File: config.mk
export PLATFORM = sky130hd
export DESIGN_NAME = reg_cpu_arb
export DESIGN_NICKNAME = d
export VERILOG_FILES = /design/src/rtl/reg_cpu_arb.sv
export SDC_FILE = /design/constraint.sdc
export NUM_CORES = 1
export LEC_CHECK = 0
export ABC_AREA = 1
export CORE_AREA = 2 2 157 159
export DETAILED_ROUTE_END_ITERATION = 8
export DIE_AREA = 0 0 159 161
export PLACE_DENSITY = 0.69
export SLEW_MARGIN = 20
export SYNTH_ARGS = -nofsm -noshare
export SYNTH_HDL_FRONTEND = slang
export SYNTH_SLANG_ARGS = --single-unit
File: constraint.sdc
create_clock -name reg_cpu_clk -period 4.7 [get_ports reg_cpu_clk]
set_input_delay 0.47 -clock reg_cpu_clk [delete_from_list [all_inputs] [get_ports reg_cpu_clk]]
set_output_delay 0.47 -clock reg_cpu_clk [all_outputs]
set_load 0.02 [all_outputs]
File: src/rtl/reg_cpu_arb.sv
// reg_cpu_arb: round-robin arbiter sequencing NREQ requesters onto one register CPU bus
module reg_cpu_arb #(
  parameter int DW      = 32,
  parameter int AW      = 32,
  parameter int NREQ    = 4,
  parameter int TIMEOUT = 64
) (
  input  logic               reg_cpu_clk,
  input  logic               rst,
  input  logic [NREQ-1:0]    req_valid,
  output logic [NREQ-1:0]    req_ready,
  input  logic [NREQ-1:0]    req_we,
  input  logic [NREQ*AW-1:0] req_addr,
  input  logic [NREQ*DW-1:0] req_wdata,
  output logic [NREQ-1:0]    rsp_valid,
  output logic               rsp_err,
  output logic [DW-1:0]      rsp_rdata,
  output logic               busy,
  output logic               reg_cpu_cs,
  output logic [AW-1:0]      reg_cpu_addr,
  output logic [DW-1:0]      reg_cpu_wr_data,
  output logic               reg_cpu_we,
  output logic               reg_cpu_re,
  input  logic [DW-1:0]      reg_cpu_rd_data,
  input  logic               reg_cpu_wack,
  input  logic               reg_cpu_rdv
);
  localparam int LW = $clog2(NREQ);
  localparam logic [15:0] TO_LAST = 16'(TIMEOUT - 1);
  typedef enum logic [1:0] {IDLE, ACCESS, RESP} state_t;
  state_t state_q, state_d;
  logic [LW-1:0] last_q, last_d, gnt_q, gnt_d, win, cand;
  logic found, ack, tmo;
  logic txn_we_q, txn_we_d, cs_q, cs_d, we_q, we_d, re_q, re_d, err_q, err_d;
  logic [AW-1:0] addr_q, addr_d;
  logic [DW-1:0] wdata_q, wdata_d, rdata_q, rdata_d;
  logic [15:0] cnt_q, cnt_d;
  logic [NREQ-1:0] rsp_q, rsp_d;
  // Rotating search starting just after the last granted requester
  always_comb begin
    found = 1'b0;
    win   = '0;
    cand  = '0;
    for (int k = 1; k <= NREQ; k++) begin
      cand = (int'(last_q) + k >= NREQ) ? LW'(int'(last_q) + k - NREQ) : LW'(int'(last_q) + k);
      if (!found && req_valid[cand]) begin
        found = 1'b1;
        win   = cand;
      end
    end
  end
  assign req_ready = (state_q == IDLE && found && !rst) ? NREQ'(1) << win : '0;
  assign ack = txn_we_q ? reg_cpu_wack : reg_cpu_rdv;
  assign tmo = (TIMEOUT != 0) && (cnt_q == TO_LAST);
  always_comb begin
    state_d  = state_q;
    last_d   = last_q;
    gnt_d    = gnt_q;
    txn_we_d = txn_we_q;
    addr_d   = addr_q;
    wdata_d  = wdata_q;
    cnt_d    = cnt_q;
    cs_d     = cs_q;
    we_d     = we_q;
    re_d     = re_q;
    err_d    = err_q;
    rdata_d  = rdata_q;
    rsp_d    = '0;
    unique case (state_q)
      IDLE: if (found) begin
        state_d  = ACCESS;
        last_d   = win;
        gnt_d    = win;
        txn_we_d = req_we[win];
        addr_d   = req_addr[int'(win)*AW +: AW];
        wdata_d  = req_wdata[int'(win)*DW +: DW];
        cnt_d    = '0;
        cs_d     = 1'b1;
        we_d     = req_we[win];
        re_d     = !req_we[win];
      end
      ACCESS: if (ack || tmo) begin
        state_d = RESP;
        cs_d    = 1'b0;
        we_d    = 1'b0;
        re_d    = 1'b0;
        rsp_d   = NREQ'(1) << gnt_q;
        err_d   = !ack;
        rdata_d = (ack && !txn_we_q) ? reg_cpu_rd_data : '0;
      end else begin
        cnt_d = cnt_q + 16'd1;
      end
      default: state_d = IDLE;
    endcase
  end
  always_ff @(posedge reg_cpu_clk) begin
    if (rst) begin
      state_q  <= IDLE;
      last_q   <= LW'(NREQ - 1);
      gnt_q    <= '0;
      txn_we_q <= 1'b0;
      addr_q   <= '0;
      wdata_q  <= '0;
      cnt_q    <= '0;
      cs_q     <= 1'b0;
      we_q     <= 1'b0;
      re_q     <= 1'b0;
      err_q    <= 1'b0;
      rdata_q  <= '0;
      rsp_q    <= '0;
    end else begin
      state_q  <= state_d;
      last_q   <= last_d;
      gnt_q    <= gnt_d;
      txn_we_q <= txn_we_d;
      addr_q   <= addr_d;
      wdata_q  <= wdata_d;
      cnt_q    <= cnt_d;
      cs_q     <= cs_d;
      we_q     <= we_d;
      re_q     <= re_d;
      err_q    <= err_d;
      rdata_q  <= rdata_d;
      rsp_q    <= rsp_d;
    end
  end
  assign busy            = state_q != IDLE;
  assign rsp_valid       = rsp_q;
  assign rsp_err         = err_q;
  assign rsp_rdata       = rdata_q;
  assign reg_cpu_cs      = cs_q;
  assign reg_cpu_we      = we_q;
  assign reg_cpu_re      = re_q;
  assign reg_cpu_addr    = addr_q;
  assign reg_cpu_wr_data = wdata_q;
endmodule
==> impl_metrics.toml, run 1 <==
[outcome]
status = "complete, no violations"

[die]
dieArea_um2 = 25600
core-area_um2 = 24000
io_pins = 409
die_w_um = 159
initial_core_util_pct = 31.6
die_h_um = 161
row_count = 57

[grt]
grt_pass1_wl_um = 49000
antenna_found_initial = 3
grt_usage_pct = 23.8
grt_util_met2_pct = 40.4
grt-busiest-layer = "met2"
use_met3_pct = 6.73
grt_max_degree = 95
first_global_vias = 9160
use_met1_pct = 28.4
overflow = 0

[clock_network]
clkLatencyLatePin_ns = 0.42
h-tree-depth = 4
cts_resized = 0
cts.clk_slew.worst_paths_ns = 0.07
cts_max_path_buffers = 2
cts_root_buf = "clkbuf_16"
postCtsSetupBuffers = 0
numCtsBuffers = 17
postCtsHoldBufs = 0
clkSinkCount = 127
cts_tree = "built"

[pwr]
cellLeakagePower_nw = 5.84
p_per_area_nw_per_um2 = 610
clockPowerShare_pct = 17.4
sw_frac_of_total_pct = 51.4
peakVddDrop_mv = 0.648
p_int_mw = 3.66
power_frac_comb_pct = 64.0
p_seq_share_pct = 18.7
p_sw_mw = 3.86

[timing]
drv_slew = 0
timing.setup.tns_ns = 0
hold_violations = 0
finalCritPeriodShare_pct = 70.6
maxSlewHeadroom_pct = 32.3
tightest_slew_ns = 1.01
rsz0062_at_grt = "false"
fmax_mhz = 301
layout_min_cycle_time_ns = 3.32
setup_violations = 0
fin_skew_ns = 0.0165

[layout]
final_cell_mix = "751 x nand2_1, 408 x clkdlybuf4s50_1, 219 x nand3_1"
fillers = 2482
fin_area_um2 = 12300
layout_commonest_cell = "nand2_1"
syn2layout_area_growth_pct = 62.8
drive_above_1_share_pct = 3.70
layout.nets = 1963

[critical_path]
critPathLaunchType = "flip-flop"
r2r-end = "reg_cpu_we"
endpoint = "req_ready[0]"
setup.worst_path.start = "last_q[0]"
r2r_start = "last_q[0]"
rrSetupSlack_ns = 1.59
rr_worst_depth = 15
cp-end-kind = "primary output"
cp.required_ns = 4.23
cp.arrival_ns = 2.85
worstSetupPathType = "flip-flop to primary output"
critPathMaxFanout = 17

[route]
vias = 9485
drc = 0
wirelength_um = 31200
firstDrtPassIters = 5
wire_per_inst_um = 15.6
drtIter0Drc = 748
ant_nets = 0
viasPerCell = 4.74

[placement]
port_buffers = 408
globalplace.congestion = 0.932
dp_hpwl_um = 22400
placedInstanceArea_um2 = 11800

[synthesis]
yosys_register_bits = 127
synth.avg_cell_area_um2 = 5.78
yosysSeqAreaShare_pct = 33.6
synth_area_um2 = 7570
syn_inst = 1311
synth_nets = 1612
synth_cell_types = 32
synth_warnings = 0

[worst_hold_path]
worstHoldPathType = "flip-flop to flip-flop"

[flow_run]
maxCapViolations = 0
[worst max-delay path, stage by stage, from the launching register on]
cell	delay, ns
dfxtp_1	0.55
inv_4	0.11
nand2_2	0.08
nand2_1	0.07
nand2_1	0.09
nand2_2	0.07
nor2_4	0.14
nand3_4	0.24
nand3_4	0.22
inv_2	0.05
nor3_1	0.18
clkdlybuf4s50_1	0.63
[power groups by stage]
| stage | clock [mW] | combinational (mW) | sequential (mW) |
|---|---|---|---|
| global route | 1.38 | 5.45 | 1.43 |
| detailed placement | 0 | 4.86 | 1.43 |
| finish | 1.31 | 4.81 | 1.40 |
| floorplan | 0 | 3.24 | 1.61 |
| global placement | 0 | 4.82 | 1.42 |
| CTS | 1.33 | 4.88 | 1.40 |
[worst min path at each step]
stage | start | to | slack [ns] | cells past startpoint
after CTS | gnt_q[0] | rsp_valid[0] | 0.44 | 1
after floorplan | gnt_q[0] | rsp_valid[0] | 0.41 | 1
final | gnt_q[0] | rsp_valid[0] | 0.44 | 1
after global placement | gnt_q[0] | rsp_valid[2] | 0.43 | 1
after detailed placement | gnt_q[0] | rsp_valid[0] | 0.44 | 1
after global routing | gnt_q[0] | rsp_valid[0] | 0.46 | 1
[per-stage QoR]
stage               setup slack, ns  cells  hold WS [ns]  utilization, %  total power, mW
finish                         1.38   2001         0.436            51.5             7.52
global route                   1.12   2001         0.460            51.5             8.26
CTS                            1.33   1999         0.438            51.4             7.62
detailed placement             1.23   1967         0.436            49.1             6.28
global placement               1.32   1967         0.432            49.1             6.24
floorplan                      2.29   1311         0.413               -             4.85
[cell type report]
cell class,instances,area [um^2],share of cell area (%)
antenna,2,5.00,0.0406
clock buffer,18,429,3.48
clock inverter,14,143,1.16
inverter,29,111,0.903
multi-input combinational,1066,4500,36.5
sequential,127,2540,20.6
tap,324,405,3.29
timing repair buffer,421,4190,34.0
[cells by family (layout without fill, tap and decap cells)]
| group | count (synthesis) | count (layout) | share of synthesized area, % |
|---|---|---|---|
| AND/OR/NAND/NOR | 1028 | 1028 | 55.7 |
| flip-flops | 127 | 127 | 33.6 |
| buffers and inverters | 118 | 482 | 7.55 |
| AO/OA/AOI/OAI | 31 | 31 | 2.30 |
| XOR/XNOR | 6 | 6 | 0.694 |
| adder cells (fa/ha/maj) | 1 | 1 | 0.165 |
| other | 0 | 2 | 0 |
[synthesized netlist by cell type]
master	number	area (um^2)
nand2_1	751	2820
nand3_1	219	1100
dfxtp_1	127	2540
buf_2	41	205
nor2_1	23	86.3
inv_1	22	82.6
clkbuf_1	20	75.1
a21oi_1	16	80.1
buf_4	16	120
nor3_1	15	75.1
buf_1	10	37.5
o21ai_0	7	35.0
xor2_1	6	52.6
nand2_2	5	31.3
nand3b_1	5	37.5
inv_2	4	15.0
nand4_1	4	25.0
buf_6	2	22.5
clkinv_1	2	7.51
nand3_2	2	20.0
nor2_2	2	12.5
o21bai_1	2	15.0
a21oi_2	1	8.76
a22oi_1	1	7.51
and2_1	1	6.26
ha_1	1	12.5
inv_4	1	6.26
nor2_4	1	11.3
o21a_1	1	7.51
o21ai_1	1	5.00
o21ai_2	1	8.76
o22ai_1	1	6.26
[per-layer routing]
metal	share of wire [%]	wire length [um]
met4	3.6	1110
met1	42	13300
met5	0.032	10
met3	7.3	2270
met2	47	14600
[registers in the layout (all words and copies together) (netlist names)]
name             count
reg_cpu_we           1
gnt_q                2
state_q              2
txn_we_q             1
rsp_err              1
rsp_valid            4
reg_cpu_cs           1
rsp_rdata           32
reg_cpu_addr        32
last_q               2
cnt_q               16
reg_cpu_wr_data     32
reg_cpu_re           1
(Power assumes the default switching activity.)
==> inputs of run 2 (changes only) <==
--- a/config.mk
+++ b/config.mk
@@ -6,9 +6,9 @@
 export NUM_CORES = 1
 export LEC_CHECK = 0
 export ABC_AREA = 1
-export CORE_AREA = 2 2 157 159
+export CORE_AREA = 2 2 158 160
 export DETAILED_ROUTE_END_ITERATION = 8
-export DIE_AREA = 0 0 159 161
+export DIE_AREA = 0 0 160 162
 export PLACE_DENSITY = 0.69
 export SLEW_MARGIN = 20
 export SYNTH_ARGS = -nofsm -noshare
==> constraint.sdc (replaced) <==
create_clock -name reg_cpu_clk -period 3.26 [get_ports reg_cpu_clk]
set_input_delay 0.326 -clock reg_cpu_clk [delete_from_list [all_inputs] [get_ports reg_cpu_clk]]
set_output_delay 0.326 -clock reg_cpu_clk [all_outputs]
set_load 0.02 [all_outputs]
==> impl_metrics.toml, run 2 (synthesized netlist as in run 1, its figures left out) <==
[critical_path]
cp.required_ns = 2.93
crit_top_cell = "nand2_1"
worstSetupPathType = "flip-flop to primary output"
critPathLaunchType = "flip-flop"
cpPeakStageDelay_ns = 0.64
cp.arrival_ns = 2.62
critPathSlowestCell = "clkdlybuf4s50_1"
path_cells = "inv_4, nand2_2, nand2_1, nand2_1, nand2_2, nor2_4, nand2_1, nor2_1, a21oi_4, nor3_1, clkdlybuf4s50_1"
critPathTopFamily = "simple AND/OR/NAND/NOR gates"
cp-end-kind = "primary output"
cp_num_buf_inv = 2
rrSetupSlack_ns = 0.63
critPathMaxFanout = 12

[clock_network]
clkSinkCount = 127
clkLatencyLatePin_ns = 0.42
cts_root_buf = "clkbuf_16"
cts_max_path_buffers = 2
cts_tree = "built"
cts.clk_slew.worst_paths_ns = 0.07
postCtsHoldBufs = 0
h-tree-depth = 4
numCtsBuffers = 17
postCtsSetupBuffers = 0

[timing]
hold_violations = 0
maxSlewHeadroom_pct = 43.3
timing.setup.tns_ns = 0
finalCritPeriodShare_pct = 90.4
drv_slew = 0
fin_skew_ns = 0.0131
layout_min_cycle_time_ns = 2.95
setup_violations = 0
fmax_mhz = 339
rsz0062_at_grt = "false"
whs_ns = 0.440
tightest_slew_ns = 0.851

[flow_run]
maxCapViolations = 0

[pwr]
cellLeakagePower_nw = 5.88
fin_total_pwr_mw = 10.9
peakVddDrop_mv = 0.725
p_per_area_nw_per_um2 = 874

[grt]
grt_max_degree = 114
grt_pass1_wl_um = 48400
first_global_vias = 9073
antenna_found_initial = 9
grt_usage_pct = 23.3
overflow = 0

[die]
die_h_um = 162
die_w_um = 160
initial_core_util_pct = 31.4
row_count = 57
core-area_um2 = 24100
dieArea_um2 = 25900
io_pins = 409

[outcome]
status = "complete, no violations"

[layout]
final_cell_mix = "751 x nand2_1, 408 x clkdlybuf4s50_1, 219 x nand3_1"
syn2layout_area_growth_pct = 63.9
post-route-util_pct = 51.5
layout.nets = 1968
layout_commonest_cell = "nand2_1"
fillers = 2511
drive_above_1_share_pct = 4.11

[route]
wirelength_um = 30800
wire_per_inst_um = 15.3
ant_nets = 0
drc = 0
viasPerCell = 4.71
firstDrtPassIters = 5
drtIter0Drc = 548
vias = 9468

[worst_hold_path]
worstHoldPathType = "flip-flop to flip-flop"

[placement]
port_buffers = 408
dp_hpwl_um = 22400
globalplace.congestion = 0.937
==> run 2: layout make-up <==
type                            instances  area (um^2)  share of cell area [%]
Multi-Input combinational cell       1066         4500                    36.3
Timing Repair Buffer                  426         4270                    34.4
Sequential cell                       127         2540                    20.5
Clock buffer                           17          425                    3.43
Tap cell                              324          405                    3.27
Clock inverter                         15          139                    1.12
Inverter                               29          111                   0.897
Antenna cell                            8         20.0                   0.161
==> run 2: metrics by stage <==
stage	instance area, um^2	worst slack [ns]	std cells
final	12400	0.313	2012
after global routing	12400	0.0680	2010
after CTS	12400	0.130	2004
after detailed placement	11800	0.297	1972
after global placement	11800	0.349	1972
after floorplan	7570	1.00	1311
==> run 2: final timing paths <==
path | from | endpoint | cells past startpoint
max | last_q[0] | req_ready[0] | 11
min | gnt_q[0] | rsp_valid[2] | 1
max reg2reg | last_q[0] | reg_cpu_addr[23] | 13
min reg2reg | gnt_q[0] | rsp_valid[2] | 1
==> run 2: repair_timing <==
item	in CTS	in global routing
hold endpoints to repair	0	0
endpoints found under the setup margin	0	4
gates resized for setup	0	1
==> run 2: power breakdown <==
group          internal [mW]  switching, mW
Sequential              1.86          0.165
Clock                   1.01          0.836
Combinational           2.42           4.56
Total                   5.30           5.56
==> run 2: routing by layer <==
metal / vias up / track usage (%) / wire (um) / share of wire [%]
li1: 4847 / - / - / -
met1: 4223 / 27.9 / 13100 / 43
met2: 352 / 38.7 / 14500 / 47
met3: 44 / 7.41 / 2410 / 7.8
met4: 2 / 9.34 / 724 / 2.3
met5: - / 0 / 11 / 0.036
==> run 2: worst register-to-register path: stages (launching register included) <==
cell     delay (ns)
dfxtp_2        0.44
inv_4          0.09
nand2_1        0.07
nand2_1        0.07
nand2_1        0.07
nand2_1        0.08
o21ai_0        0.19
nand2_1        0.13
a21oi_4        0.39
buf_4          0.60
nand2_1        0.22
nand2_1        0.08
nand2_1        0.05
nand2_1        0.09
==> inputs of run 3 (changes only) <==
--- a/config.mk
+++ b/config.mk
@@ -6,9 +6,11 @@
 export NUM_CORES = 1
 export LEC_CHECK = 0
 export ABC_AREA = 1
+export CAP_MARGIN = 25
 export CORE_AREA = 2 2 158 160
 export DETAILED_ROUTE_END_ITERATION = 8
 export DIE_AREA = 0 0 160 162
+export GPL_ROUTABILITY_DRIVEN = 0
 export PLACE_DENSITY = 0.69
 export SLEW_MARGIN = 20
 export SYNTH_ARGS = -nofsm -noshare
==> constraint.sdc (replaced) <==
create_clock -name reg_cpu_clk -period 3.26 [get_ports reg_cpu_clk]
set_input_delay 0.489 -clock reg_cpu_clk [delete_from_list [all_inputs] [get_ports reg_cpu_clk]]
set_output_delay 0.489 -clock reg_cpu_clk [all_outputs]
set_load 0.02 [all_outputs]
==> impl_metrics.toml, run 3 (synthesized netlist as in run 1, its figures left out) <==
[critical_path]
cp.arrival_ns = 2.24
r2r_start = "last_q[0]"
critPathLaunchType = "input port"
critPathMaxFanout = 6
r2r-end = "reg_cpu_addr[7]"
worstSetupPathType = "input port to primary output"
cp-end-kind = "primary output"
rr_worst_depth = 13
rrSetupSlack_ns = 0.67
cp.required_ns = 2.77

[grt]
grt_max_degree = 101
grt_pass1_wl_um = 48800
antenna_found_initial = 5
first_global_vias = 9056
grt_usage_pct = 23.6
overflow = 0

[timing]
tightest_slew_ns = 0.860
setup_violations = 0
fin_skew_ns = 0.0147
timing.setup.tns_ns = 0
finalCritPeriodShare_pct = 83.6
fmax_mhz = 367
drv_slew = 0
layout_min_cycle_time_ns = 2.73
worst_slack_ns = 0.533
hold_violations = 0
maxSlewHeadroom_pct = 42.7
rsz0062_at_grt = "false"

[worst_hold_path]
worstHoldPathType = "flip-flop to flip-flop"
worstHoldPathCells = 2
hp-start = "reg_cpu_wr_data[7]"
holdPathEnd = "reg_cpu_wr_data[7]"

[die]
die_h_um = 162
row_count = 57
io_pins = 409
initial_core_util_pct = 31.4
dieArea_um2 = 25900
core-area_um2 = 24100
die_w_um = 160

[clock_network]
clkLatencyLatePin_ns = 0.42
h-tree-depth = 4
postCtsHoldBufs = 0
cts.clk_slew.worst_paths_ns = 0.06
numCtsBuffers = 17
postCtsSetupBuffers = 0
clkSinkCount = 127
cts_max_path_buffers = 2
cts_tree = "built"
cts_root_buf = "clkbuf_16"
cts_resized = 0

[layout]
fillers = 2458
syn2layout_area_growth_pct = 64.6
drive_above_1_share_pct = 4.16
layout.nets = 1969
final_cell_mix = "751 x nand2_1, 404 x clkdlybuf4s50_1, 219 x nand3_1"
layout_commonest_cell = "nand2_1"

[placement]
dp_hpwl_um = 22400
place_ws_ns = 0.125
port_buffers = 408

[pwr]
p_per_area_nw_per_um2 = 879
peakVddDrop_mv = 0.799
cellLeakagePower_nw = 5.97

[route]
viasPerCell = 4.73
ant_nets = 0
wire_per_inst_um = 15.5
vias = 9510
firstDrtPassIters = 5
drc = 0
drtIter0Drc = 561
wirelength_um = 31100

[flow_run]
maxCapViolations = 0

[outcome]
status = "complete, no violations"
==> run 3: cell count changes in the layout (fill, tap and decap cells not counted), sizes merged <==
| cell | before | now |
|---|---|---|
| dlymetal6s2s | 0 | 4 |
| diode | 8 | 5 |
| clkinv | 5 | 6 |
| inv | 37 | 36 |
| clkdlybuf4s50 | 408 | 404 |
| buf | 18 | 19 |
==> run 3: worst max-delay path by stage <==
stage	startpoint	endpoint	depth (start not counted)
floorplan	req_valid[3]	req_ready[0]	11
global placement	req_valid[2]	req_ready[3]	12
detailed placement	req_valid[2]	req_ready[3]	12
CTS	last_q[0]	req_ready[1]	11
global route	last_q[0]	req_ready[1]	11
finish	req_valid[2]	req_ready[1]	12
==> run 3: metrics by stage <==
step	power [mW]	cell area, um^2	hold slack, ns	util, %	std cells
finish	11.0	12500	0.450	51.7	2010
global route	12.1	12500	0.464	51.7	2009
CTS	11.1	12400	0.450	51.6	2005
detailed placement	9.22	11900	0.436	49.3	1973
global placement	9.18	11900	0.427	49.3	1973
floorplan	6.99	7570	0.413	-	1311
==> run 3: area by class of cell <==
| type | instances | area, um^2 | area share, % |
|---|---|---|---|
| Tap cell | 324 | 405 | 3.25 |
| Sequential cell | 127 | 2540 | 20.4 |
| Antenna cell | 5 | 12.5 | 0.100 |
| Multi-Input combinational cell | 1066 | 4500 | 36.1 |
| Timing Repair Buffer | 427 | 4320 | 34.7 |
| Clock inverter | 15 | 145 | 1.16 |
| Clock buffer | 17 | 425 | 3.41 |
| Inverter | 29 | 111 | 0.893 |
==> run 3: power by group <==
| group | switching [mW] | internal, mW |
|---|---|---|
| clock | 0.830 | 1.01 |
| combinational | 4.62 | 2.47 |
| sequential | 0.164 | 1.86 |
| total | 5.62 | 5.35 |
==> run 3: routing by layer <==
layer	share of wire (%)	GRT usage [%]	vias up	wire length (um)
met3	7.5	7.84	44	2340
met5	0	0	-	0
met4	2.7	8.85	0	835
li1	-	-	4861	-
met1	42	27.9	4280	13100
met2	48	39.9	325	14900
==> run 3: critical path: stages <==
cell	delay (ns)
clkdlybuf4s50_1	0.50
nand2_1	0.06
nand2_1	0.10
nand2_1	0.07
nand2_1	0.09
inv_1	0.08
nand3_4	0.13
nand2_2	0.11
nor2_4	0.10
inv_2	0.07
nor3_1	0.18
dlymetal6s2s_1	0.25
